## src/rtl/twiddle_pkg.sv

```systemverilog
// Shared types and constants for the IFFT twiddle fetch path.
//   TW_ADDR_W / TW_DATA_W : default ROM address and twiddle word widths
//   tw_state_t            : sequencer states
//   tw_pair_t             : one buffered twiddle pair plus its end-of-request flag
package twiddle_pkg;

  localparam int TW_ADDR_W = 5;
  localparam int TW_DATA_W = 16;

  typedef enum logic [1:0] {
    IDLE,
    FETCH,
    DRAIN
  } tw_state_t;

  typedef struct packed {
    logic [TW_DATA_W-1:0] re;
    logic [TW_DATA_W-1:0] im;
    logic                 last;
  } tw_pair_t;

endpackage

```

## src/rtl/twiddle_fetch_ctrl_if.sv

```systemverilog
// Twiddle pair stream from the fetch sequencer to the butterfly unit.
//   tw_re / tw_im : twiddle pair, stable while tw_valid && !tw_ready
//   tw_valid      : pair available
//   tw_ready      : consumer accepts
//   tw_last       : final pair of the current request
// master = producer (sequencer), slave = consumer (butterfly).
interface twiddle_fetch_ctrl_if
  import twiddle_pkg::*;
#(
  parameter int DATA_W = TW_DATA_W
);

  logic [DATA_W-1:0] tw_re;
  logic [DATA_W-1:0] tw_im;
  logic              tw_valid;
  logic              tw_ready;
  logic              tw_last;

  modport master (output tw_re, output tw_im, output tw_valid, output tw_last,
                  input  tw_ready);

  modport slave  (input  tw_re, input  tw_im, input  tw_valid, input  tw_last,
                  output tw_ready);

endinterface

```

## src/rtl/twiddle_skid_buf.sv

```systemverilog
// Two-entry FIFO holding twiddle pairs between the ROM read port and the
// output stream. The head entry drives the stream directly.
//   push / din : write one pair (never asserted while full)
//   pop        : remove the head pair (only asserted while non-empty)
//   flush      : empty the FIFO on the next edge; takes priority over push/pop
//   head       : oldest stored pair
//   occ        : number of stored pairs, 0..2
module twiddle_skid_buf
  import twiddle_pkg::*;
(
  input  logic       clk,
  input  logic       rst_n,
  input  logic       push,
  input  tw_pair_t   din,
  input  logic       pop,
  input  logic       flush,
  output tw_pair_t   head,
  output logic [1:0] occ
);

  tw_pair_t mem [2];
  logic     wr_ptr;
  logic     rd_ptr;

  always_ff @(posedge clk or negedge rst_n) begin
    if (!rst_n) begin
      // NOTE: the storage is reset because the head entry drives the stream
      // outputs directly and those must come out of reset as zero.
      for (int i = 0; i < 2; i++) mem[i] <= '0;
      wr_ptr <= 1'b0;
      rd_ptr <= 1'b0;
      occ    <= 2'd0;
    end else if (flush) begin
      wr_ptr <= 1'b0;
      rd_ptr <= 1'b0;
      occ    <= 2'd0;
    end else begin
      if (push) begin
        mem[wr_ptr] <= din;
        wr_ptr      <= ~wr_ptr;
      end
      if (pop) rd_ptr <= ~rd_ptr;
      case ({push, pop})
        2'b10:   occ <= occ + 2'd1;
        2'b01:   occ <= occ - 2'd1;
        default: occ <= occ;
      endcase
    end
  end

  assign head = mem[rd_ptr];

endmodule

```

## src/rtl/twiddle_fetch_ctrl.sv

```systemverilog
// Read-side sequencer for the real/imaginary twiddle ROM pair. Walks a
// wrapping address range, absorbs the one-cycle registered ROM latency and
// delivers pairs over a valid/ready stream with full backpressure.
//   clk, rst_n          : clock, asynchronous active-low reset
//   start/base/count    : request pulse with first address and pair count
//   abort               : synchronous flush back to IDLE (no done pulse)
//   rom_addr            : shared address to both ROMs
//   rom_re/im_data      : ROM outputs, valid the cycle after the address
//   tw (master)         : twiddle pair stream to the butterfly unit
//   busy                : request in progress
//   done                : one-cycle pulse after the final handshake
// DATA_W must equal TW_DATA_W because the buffer stores tw_pair_t entries.
module twiddle_fetch_ctrl
  import twiddle_pkg::*;
#(
  parameter int ADDR_W = TW_ADDR_W,
  parameter int DATA_W = TW_DATA_W
) (
  input  logic                 clk,
  input  logic                 rst_n,
  input  logic                 start,
  input  logic [ADDR_W-1:0]    base,
  input  logic [ADDR_W:0]      count,
  input  logic                 abort,
  output logic [ADDR_W-1:0]    rom_addr,
  input  logic [DATA_W-1:0]    rom_re_data,
  input  logic [DATA_W-1:0]    rom_im_data,
  twiddle_fetch_ctrl_if.master tw,
  output logic                 busy,
  output logic                 done
);

  localparam logic [ADDR_W-1:0] ADDR_ONE = 1;
  localparam logic [ADDR_W:0]   CNT_ONE  = 1;

  tw_state_t       state_q, state_d;
  logic [ADDR_W:0] cnt_q;            // pairs requested
  logic [ADDR_W:0] idx_q;            // index of the address currently on rom_addr
  logic            inflight_q;       // ROM data for last cycle's address arrives now
  logic            inflight_last_q;  // ...and it is the final pair
  logic            done_d;
  logic            issue;
  logic            issue_last;
  logic            pop;
  logic [1:0]      occ;
  logic [2:0]      load;
  tw_pair_t        head;
  tw_pair_t        din;

  assign pop        = tw.tw_valid & tw.tw_ready;
  assign issue_last = (idx_q == cnt_q - CNT_ONE);
  // Pairs already committed to the buffer: stored ones plus the one in flight.
  assign load       = {1'b0, occ} + {2'b00, inflight_q};

  // State register
  always_ff @(posedge clk or negedge rst_n) begin
    // NOTE: sequential state always uses <= so every flop samples
    // pre-edge values regardless of block ordering.
    if (!rst_n) state_q <= IDLE;
    else        state_q <= state_d;
  end

  // Next-state logic
  always_comb begin
    // NOTE: defaults first so no path through this block infers a latch.
    state_d = state_q;
    done_d  = 1'b0;
    if (abort) begin
      state_d = IDLE;
    end else begin
      case (state_q)
        IDLE: begin
          if (start) begin
            if (count != '0) state_d = FETCH;
            else             done_d  = 1'b1;
          end
        end
        FETCH: if (issue && issue_last) state_d = DRAIN;
        DRAIN: begin
          // The last-flagged pair is always the final one pushed, so its
          // handshake also means the buffer is empty.
          if (pop && head.last) begin
            state_d = IDLE;
            done_d  = 1'b1;
          end
        end
        default: state_d = IDLE;
      endcase
    end
  end

  // Output logic: issue only while the buffer can still absorb the result,
  // counting a pair leaving this cycle as freed space.
  always_comb begin
    busy  = (state_q != IDLE);
    issue = (state_q == FETCH) && (load < (3'd2 + {2'b00, pop}));
  end

  // Address counter, issue counter and inflight tracking
  always_ff @(posedge clk or negedge rst_n) begin
    if (!rst_n) begin
      rom_addr        <= '0;
      cnt_q           <= '0;
      idx_q           <= '0;
      inflight_q      <= 1'b0;
      inflight_last_q <= 1'b0;
      done            <= 1'b0;
    end else begin
      done            <= done_d;
      inflight_q      <= issue & ~abort;
      inflight_last_q <= issue & issue_last & ~abort;
      if (!abort) begin
        if (state_q == IDLE && start) begin
          rom_addr <= base;
          cnt_q    <= count;
          idx_q    <= '0;
        end else if (issue) begin
          rom_addr <= rom_addr + ADDR_ONE;  // wraps modulo 2^ADDR_W
          idx_q    <= idx_q + CNT_ONE;
        end
      end
    end
  end

  always_comb begin
    din      = '0;
    din.re   = rom_re_data;
    din.im   = rom_im_data;
    din.last = inflight_last_q;
  end

  twiddle_skid_buf u_skid (
    .clk   (clk),
    .rst_n (rst_n),
    .push  (inflight_q),
    .din   (din),
    .pop   (pop),
    .flush (abort),
    .head  (head),
    .occ   (occ)
  );

  assign tw.tw_re    = head.re;
  assign tw.tw_im    = head.im;
  assign tw.tw_last  = head.last;
  assign tw.tw_valid = (occ != 2'd0);

endmodule

```

## src/flat_wrapper.sv

```systemverilog
// flat-port wrapper written by rule: the top's interface ports become plain ports
module twiddle_fetch_ctrl_flat import twiddle_pkg::*;
#(
  parameter int ADDR_W = TW_ADDR_W,
  parameter int DATA_W = TW_DATA_W
)
  (clk, rst_n, start, base, count, abort, rom_addr, rom_re_data, rom_im_data, busy, done, tw_tw_re, tw_tw_im, tw_tw_valid, tw_tw_last, tw_tw_ready);
  twiddle_fetch_ctrl_if #(.DATA_W(DATA_W)) tw_i ();
  input  logic clk;
  input  logic rst_n;
  input  logic start;
  input  logic [ADDR_W-1:0] base;
  input  logic [ADDR_W:0] count;
  input  logic abort;
  output logic [ADDR_W-1:0] rom_addr;
  input  logic [DATA_W-1:0] rom_re_data;
  input  logic [DATA_W-1:0] rom_im_data;
  output logic busy;
  output logic done;
  output wire logic [$bits(tw_i.tw_re)-1:0] tw_tw_re;
  output wire logic [$bits(tw_i.tw_im)-1:0] tw_tw_im;
  output wire logic [$bits(tw_i.tw_valid)-1:0] tw_tw_valid;
  output wire logic [$bits(tw_i.tw_last)-1:0] tw_tw_last;
  input wire logic [$bits(tw_i.tw_ready)-1:0] tw_tw_ready;
  assign tw_tw_re = tw_i.tw_re;
  assign tw_tw_im = tw_i.tw_im;
  assign tw_tw_valid = tw_i.tw_valid;
  assign tw_tw_last = tw_i.tw_last;
  assign tw_i.tw_ready = tw_tw_ready;
  twiddle_fetch_ctrl #(.ADDR_W(ADDR_W), .DATA_W(DATA_W)) u_core (.clk(clk), .rst_n(rst_n), .start(start), .base(base), .count(count), .abort(abort), .rom_addr(rom_addr), .rom_re_data(rom_re_data), .rom_im_data(rom_im_data), .tw(tw_i), .busy(busy), .done(done));
endmodule
```

## config.mk

```make
export PLATFORM = sky130hd
export DESIGN_NAME = twiddle_fetch_ctrl_flat
export DESIGN_NICKNAME = d
export VERILOG_FILES = /design/src/rtl/twiddle_pkg.sv /design/src/rtl/twiddle_fetch_ctrl_if.sv /design/src/rtl/twiddle_skid_buf.sv /design/src/rtl/twiddle_fetch_ctrl.sv /design/src/flat_wrapper.sv
export SDC_FILE = /design/constraint.sdc
export NUM_CORES = 1
export LEC_CHECK = 0
export BUFFER_PORTS_ARGS = -buffer_cell sky130_fd_sc_hd__buf_2
export CORE_AREA = 2 2 114 144
export DETAILED_ROUTE_END_ITERATION = 10
export DIE_AREA = 0 0 116 146
export PLACE_DENSITY_LB_ADDON = 0.2
export SYNTH_ARGS = -nofsm -noshare
export SYNTH_HDL_FRONTEND = slang
export SYNTH_SLANG_ARGS = --single-unit
```

## constraint.sdc

```tcl
create_clock -name clk -period 4.1 [get_ports clk]
set_input_delay 0.82 -clock clk [delete_from_list [all_inputs] [get_ports clk]]
set_output_delay 0.82 -clock clk [all_outputs]
set_load 0.005 [all_outputs]
```

* Word-level counts from Yosys, hierarchy flattened *
Index checks and enable logic that the tools add are counted.

storage, ports and cells
  word-level logic and storage cells = 89
  bits in registers = 92
  output and inout port bits = 41
  input port bits = 48

operators by class
  bitwise operators = 9
  $lt $le $gt $ge = 4
  mux-type cells = 27
  equality and inequality tests = 9
  reductions and logical operators = 17
  add/subtract/negate cells = 7

operators by type and width
  cell                   number
  $mux W33               4
  $bwmux W66             1
  $demux W33 S1          1
  $mux W2                6
  $mux W6                2
  $mux W5                2
  $reduce_bool A2 Y1     5
  $ne A3 B2 Y1 const B   3
  $mux W1                8
  $add A6 B1 Y6 const B  1
  $eq A6 B6 Y1           1
  $pmux W2 S3            1
  $reduce_and A2 Y1      3
  $reduce_bool A6 Y1     1
  $sub A6 B1 Y6 const B  1
  $add A5 B1 Y5 const B  1
  $logic_and A1 B1 Y1    5
  $and A1 B1 Y1          4
  $eq A2 B1 Y1 const B   2
  $eq A2 B2 Y1 const B   2
  $ge A2 B2 Y1 const B   2
  $not A1 Y2             2
  $pmux W2 S2            1
  $reduce_and A4 Y1      1
  11 further kinds       13

* Depth between registers and ports, before layout *
  depth in word-level cells = 9
  depth in mapped cells = 7
  depth with buffers taken out = 7

* Cells and area by module *
Synthesis repeated with hierarchy kept, for this count alone.

unflattened totals
  cells, all modules = 333
  area total of the unflattened synthesis = 4413.0 sq um

by module, submodules not included
  module              instances  cells each  sequential area each (sq um)  area an instance (sq um)
  twiddle_skid_buf    1          194         1751.7                        3066.7
  twiddle_fetch_ctrl  1          139         550.5                         1346.3

* Least setup slack after synthesis *
Ideal clock, no wire load.

  path kind = reg-to-reg
  start point = register u_core.u_skid.occ[0]
  end point = register u_core.rom_addr[3]
  stages on the path, launching flop included = 8
  clock period less this slack = 2.138 ns
  buffers on the path = 0
  arrival time = 2.017 ns
  setup time = 0.121 ns
  required time = 3.979 ns
  setup slack = 1.962 ns
  path through = dfrtp_1 -> ha_1 -> ha_1 -> nand2b_2 -> or4_4 -> a31oi_4 -> nand2_1 -> a22o_1

between the ends
  word-level cells in the longest chain between the ends = 7
  elaborated cells between the ends (all ways) = 8
  classes of those cells = add/sub (2); order compare (1); bitwise (1); reduce/logical (4)

RTL lines
  what                                     line                       RTL
  from (decl)                              twiddle_skid_buf.sv:18     output logic [1:0] occ
  from (signal assigned)                   twiddle_skid_buf.sv:44     2'b10: occ <= occ + 2'd1;
  from (signal assigned)                   twiddle_skid_buf.sv:45     2'b01: occ <= occ - 2'd1;
  $reduce_bool A2 Y1                       twiddle_fetch_ctrl.sv:146  assign tw.tw_valid = (occ != 2'd0);
  $and A1 B1 Y1                            twiddle_fetch_ctrl.sv:50   assign pop = tw.tw_valid & tw.tw_ready;
  $add A2 B1 Y3                            twiddle_fetch_ctrl.sv:96   issue = (state_q == FETCH) && (load < (3'd2 + {2'b00, pop}));
  $lt A3 B3 Y1 (*)                         twiddle_fetch_ctrl.sv:96
  $logic_and A1 B1 Y1 (*)                  twiddle_fetch_ctrl.sv:96
  $reduce_bool A2 Y1 (no source line) (*)  -
  $reduce_and A2 Y1 (no source line) (*)   -
  to (signal assigned)                     twiddle_fetch_ctrl.sv:114  rom_addr <= base;
  to (signal assigned)                     twiddle_fetch_ctrl.sv:118  rom_addr <= rom_addr + ADDR_ONE;
  to (decl)                                twiddle_fetch_ctrl.sv:25   output logic [ADDR_W-1:0] rom_addr,

Every way passes the cells marked *; elsewhere a longest branch is shown, timed or not.
A chain may end at the register's enable or synchronous reset.

* Final worst setup path *
  start point = register u_core.u_skid.rd_ptr
  end point = output tw_tw_last

between the ends
  word-level cells in the longest chain between the ends = 4

RTL lines
  what                                          line                    RTL
  from (decl)                                   twiddle_skid_buf.sv:23  logic rd_ptr;
  from (signal assigned)                        twiddle_skid_buf.sv:42  if (pop) rd_ptr <= ~rd_ptr;
  $not A1 Y2 (not written as such)              twiddle_skid_buf.sv:51  assign head = mem[rd_ptr];
  $mux W33 (not written as such) (3 in series)  twiddle_skid_buf.sv:51
  to (decl)                                     flat_wrapper.sv:23      output wire logic [$bits(tw_i.tw_last)-1:0] tw_tw_last;

No other way between the ends. The select of a mux whose other input is x is not followed.

==> flow_summary.toml <==
[die]
dieArea_sq_um = 16900
die_y_um = 146
die_w_um = 116
row_count = 51
ios = 89
fp.coreArea_sq_um = 15400
start_util_pct = 27.8

[logic_synthesis]
ys_warn_count = 0
syn_area_per_cell_sq_um = 13.0
synth-seq-cells = 92
synth_cell_type_count = 40
synth_top_area_cell = "dfrtp_1"
synthFlopType = "dfrtp_1"
synthArstFlopShare_pct = 100
netlist_instances = 330
synth.most_common_cell = "mux2_2"
yosys-top-cells-area = "dfrtp_1 54%, mux2_2 27%, xnor2_1 2.0%"
syn_area_sq_um = 4300
synth_edf_count = 0
yosysSeqAreaShare_pct = 53.6
yosys-top-cells-count = "103 x mux2_2, 92 x dfrtp_1, 16 x nor2_1, 15 x nand2_1"
yosysTopAreaCellShare_pct = 53.6
synth_fp_nets = 383

[sta]
period_needed_ps = 2730
slew_headroom_pct = 34.9
rsz0062_at_grt = "false"
worst_pin_slew_ps = 976
final_hold_viol_count = 0
fin_skew_ps = 5.73
max_freq_mhz = 367
setup_viol = 0
timing.final.crit_share_pct = 66.5
fin_setup_tns_ps = 0
finalMaxSlewViolations = 0

[cells_and_area]
area_delta_synth_final_pct = 24.6
seqCellArea_sq_um = 2300
drive_above_1_share_pct = 51.5
multi_input_area_sq_um = 1910
fillers = 1566
final_nets = 470
diodes = 0

[global_routing]
grt_use_met3_pct = 3.37
top_usage_layer = "met2"
antenna_found_initial = 0
grt_use_met1_pct = 13.2
use_met2_pct = 19.8
grt_pass1_vias = 3052
grt_pass1_wl_um = 15100
grt_max_degree = 76
grt_util_all_layers_pct = 11.5
overflow = 0

[cts]
cts_setup_buffers = 0
cts_root_buffer = "clkbuf_16"
clk_pin_slew_ps = 60
tritoncts = "done"
cts_max_level = 3
cts_inserted_buffers = 9
cts_hold_buf = 0
cts-resized-gates = 0
clock_sinks = 92
cts_buffer_depth = 2
clock_latency_ps = 350

[setup_path]
cp-start-kind = "flip-flop"
worstPathRequired_ps = 3280
cp.arrival_ps = 1910
crit_path_max_fanout = 34
path_class = "flip-flop to output port"
endpoint_kind = "output port"
reg2reg_depth = 7

[route]
first_pass_iters = 4
drc = 0
vias = 2852
drt_iter0_drc = 65
drt-total-wl_um = 9170
wl_per_cell_um = 14.5
ant_nets = 0
vias_per_cell = 4.51

[status]
outcome = "finished, final reports clean"

[pwr]
total_power_mw = 3.06
leakagePower_nw = 2.45
ir_drop_mv = 0.187
power_density_nw_per_um2 = 572

[place]
io_buffer_count = 88
dp_hpwl_um = 6310
gp_congestion = 0.740

[job]
cap_violations = 0

[worst_hold_path]
hold_path_class = "flip-flop to flip-flop"
worstHoldPathCells = 1
stage by stage:
step	hold WS, ps	setup slack [ps]	util, %	instances	instance area (sq um)
2_1_floorplan	474	1960	-	330	4300
3_3_place_gp	481	1560	32.3	618	4990
3_5_place_dp	488	1540	32.3	618	4990
4_1_cts	503	1290	34.7	633	5350
5_1_grt	517	1250	34.7	633	5350
6_report	500	1370	34.7	633	5350
cell usage in the layout, fill, tap and decap left out, drive strengths merged, types with 7 or more instances in the layout:
| master | netlist | routed |
|---|---|---|
| nor2 | 16 | 16 |
| dfrtp | 92 | 92 |
| nand2 | 15 | 15 |
| clkbuf | 4 | 9 |
| mux2 | 103 | 103 |
| o21ai | 11 | 11 |
| buf | 11 | 91 |
| xnor2 | 10 | 10 |
| inv | 6 | 7 |
worst paths after layout:
kind / start / to / slack (ps)
hold reg to reg: u_core.u_skid.mem[33]$_DFFE_PN0P_ / u_core.u_skid.mem[33]$_DFFE_PN0P_ / 500
max in group asynchronous: rst_n / u_core.u_skid.mem[7]$_DFFE_PN0P_ / 2630
setup / recovery: u_core.u_skid.rd_ptr$_DFFE_PN0P_ / tw_tw_last / 1370
min in group asynchronous: rst_n / u_core.u_skid.mem[65]$_DFFE_PN0P_ / 630
setup reg to reg: u_core.inflight_q$_DFF_PN0_ / u_core.rom_addr[3]$_DFFE_PN0P_ / 1730
hold / removal: u_core.u_skid.mem[33]$_DFFE_PN0P_ / u_core.u_skid.mem[33]$_DFFE_PN0P_ / 500
layout make-up:
type                       instances  share of cell area [%]
clock buffer                       9                    4.21
clock inverter                     6                    2.55
inverter                           6                   0.421
multi-input combinational        217                    35.7
sequential                        92                    43.0
tap                              212                    4.96
timing repair buffer              91                    9.16
where the power goes:
group          leakage, nW  switching [mW]  total [mW]  internal, mW
clock                0.172           0.348        1.00         0.656
sequential            1.16           0.167        1.33          1.16
combinational         1.12           0.279       0.727         0.448
layer usage:
metal | vias to the layer above | wire length (um)
li1 | 1360 | -
met1 | 1415 | 3800
met2 | 65 | 4680
met3 | 12 | 509
met4 | 0 | 183
met5 | - | 0
registers in the layout, summed over array words and instances, names as in the netlist:
| name | cells |
|---|---|
| u_core.idx_q | 6 |
| u_core.inflight_last_q | 1 |
| u_core.state_q | 2 |
| u_core.cnt_q | 6 |
| u_core.rom_addr | 5 |
| u_core.u_skid.wr_ptr | 1 |
| u_core.done | 1 |
| u_core.inflight_q | 1 |
| u_core.u_skid.rd_ptr | 1 |
| u_core.u_skid.occ | 2 |
| u_core.u_skid.mem | 66 |
kinds of logic (layout without fill, tap and decap cells):
| kind of cell | count (synthesis) | count (layout) | share of synthesized area (%) |
|---|---|---|---|
| AOI/OAI and AO/OA | 31 | 31 | 4.86 |
| xor gates and xnor gates | 13 | 13 | 2.65 |
| adders and majority gates | 5 | 5 | 1.46 |
| buffers and inverters | 21 | 112 | 2.13 |
| DFF | 92 | 92 | 53.6 |
| muxes | 104 | 104 | 27.2 |
| and+or+nand+nor | 64 | 64 | 8.10 |
worst max-delay path, cell delays in order (launching register included):
cell	delay (ps)
dfrtp_2	940
mux2_2	470
buf_2	150
No activity file was read; power rests on OpenSTA's default activity.
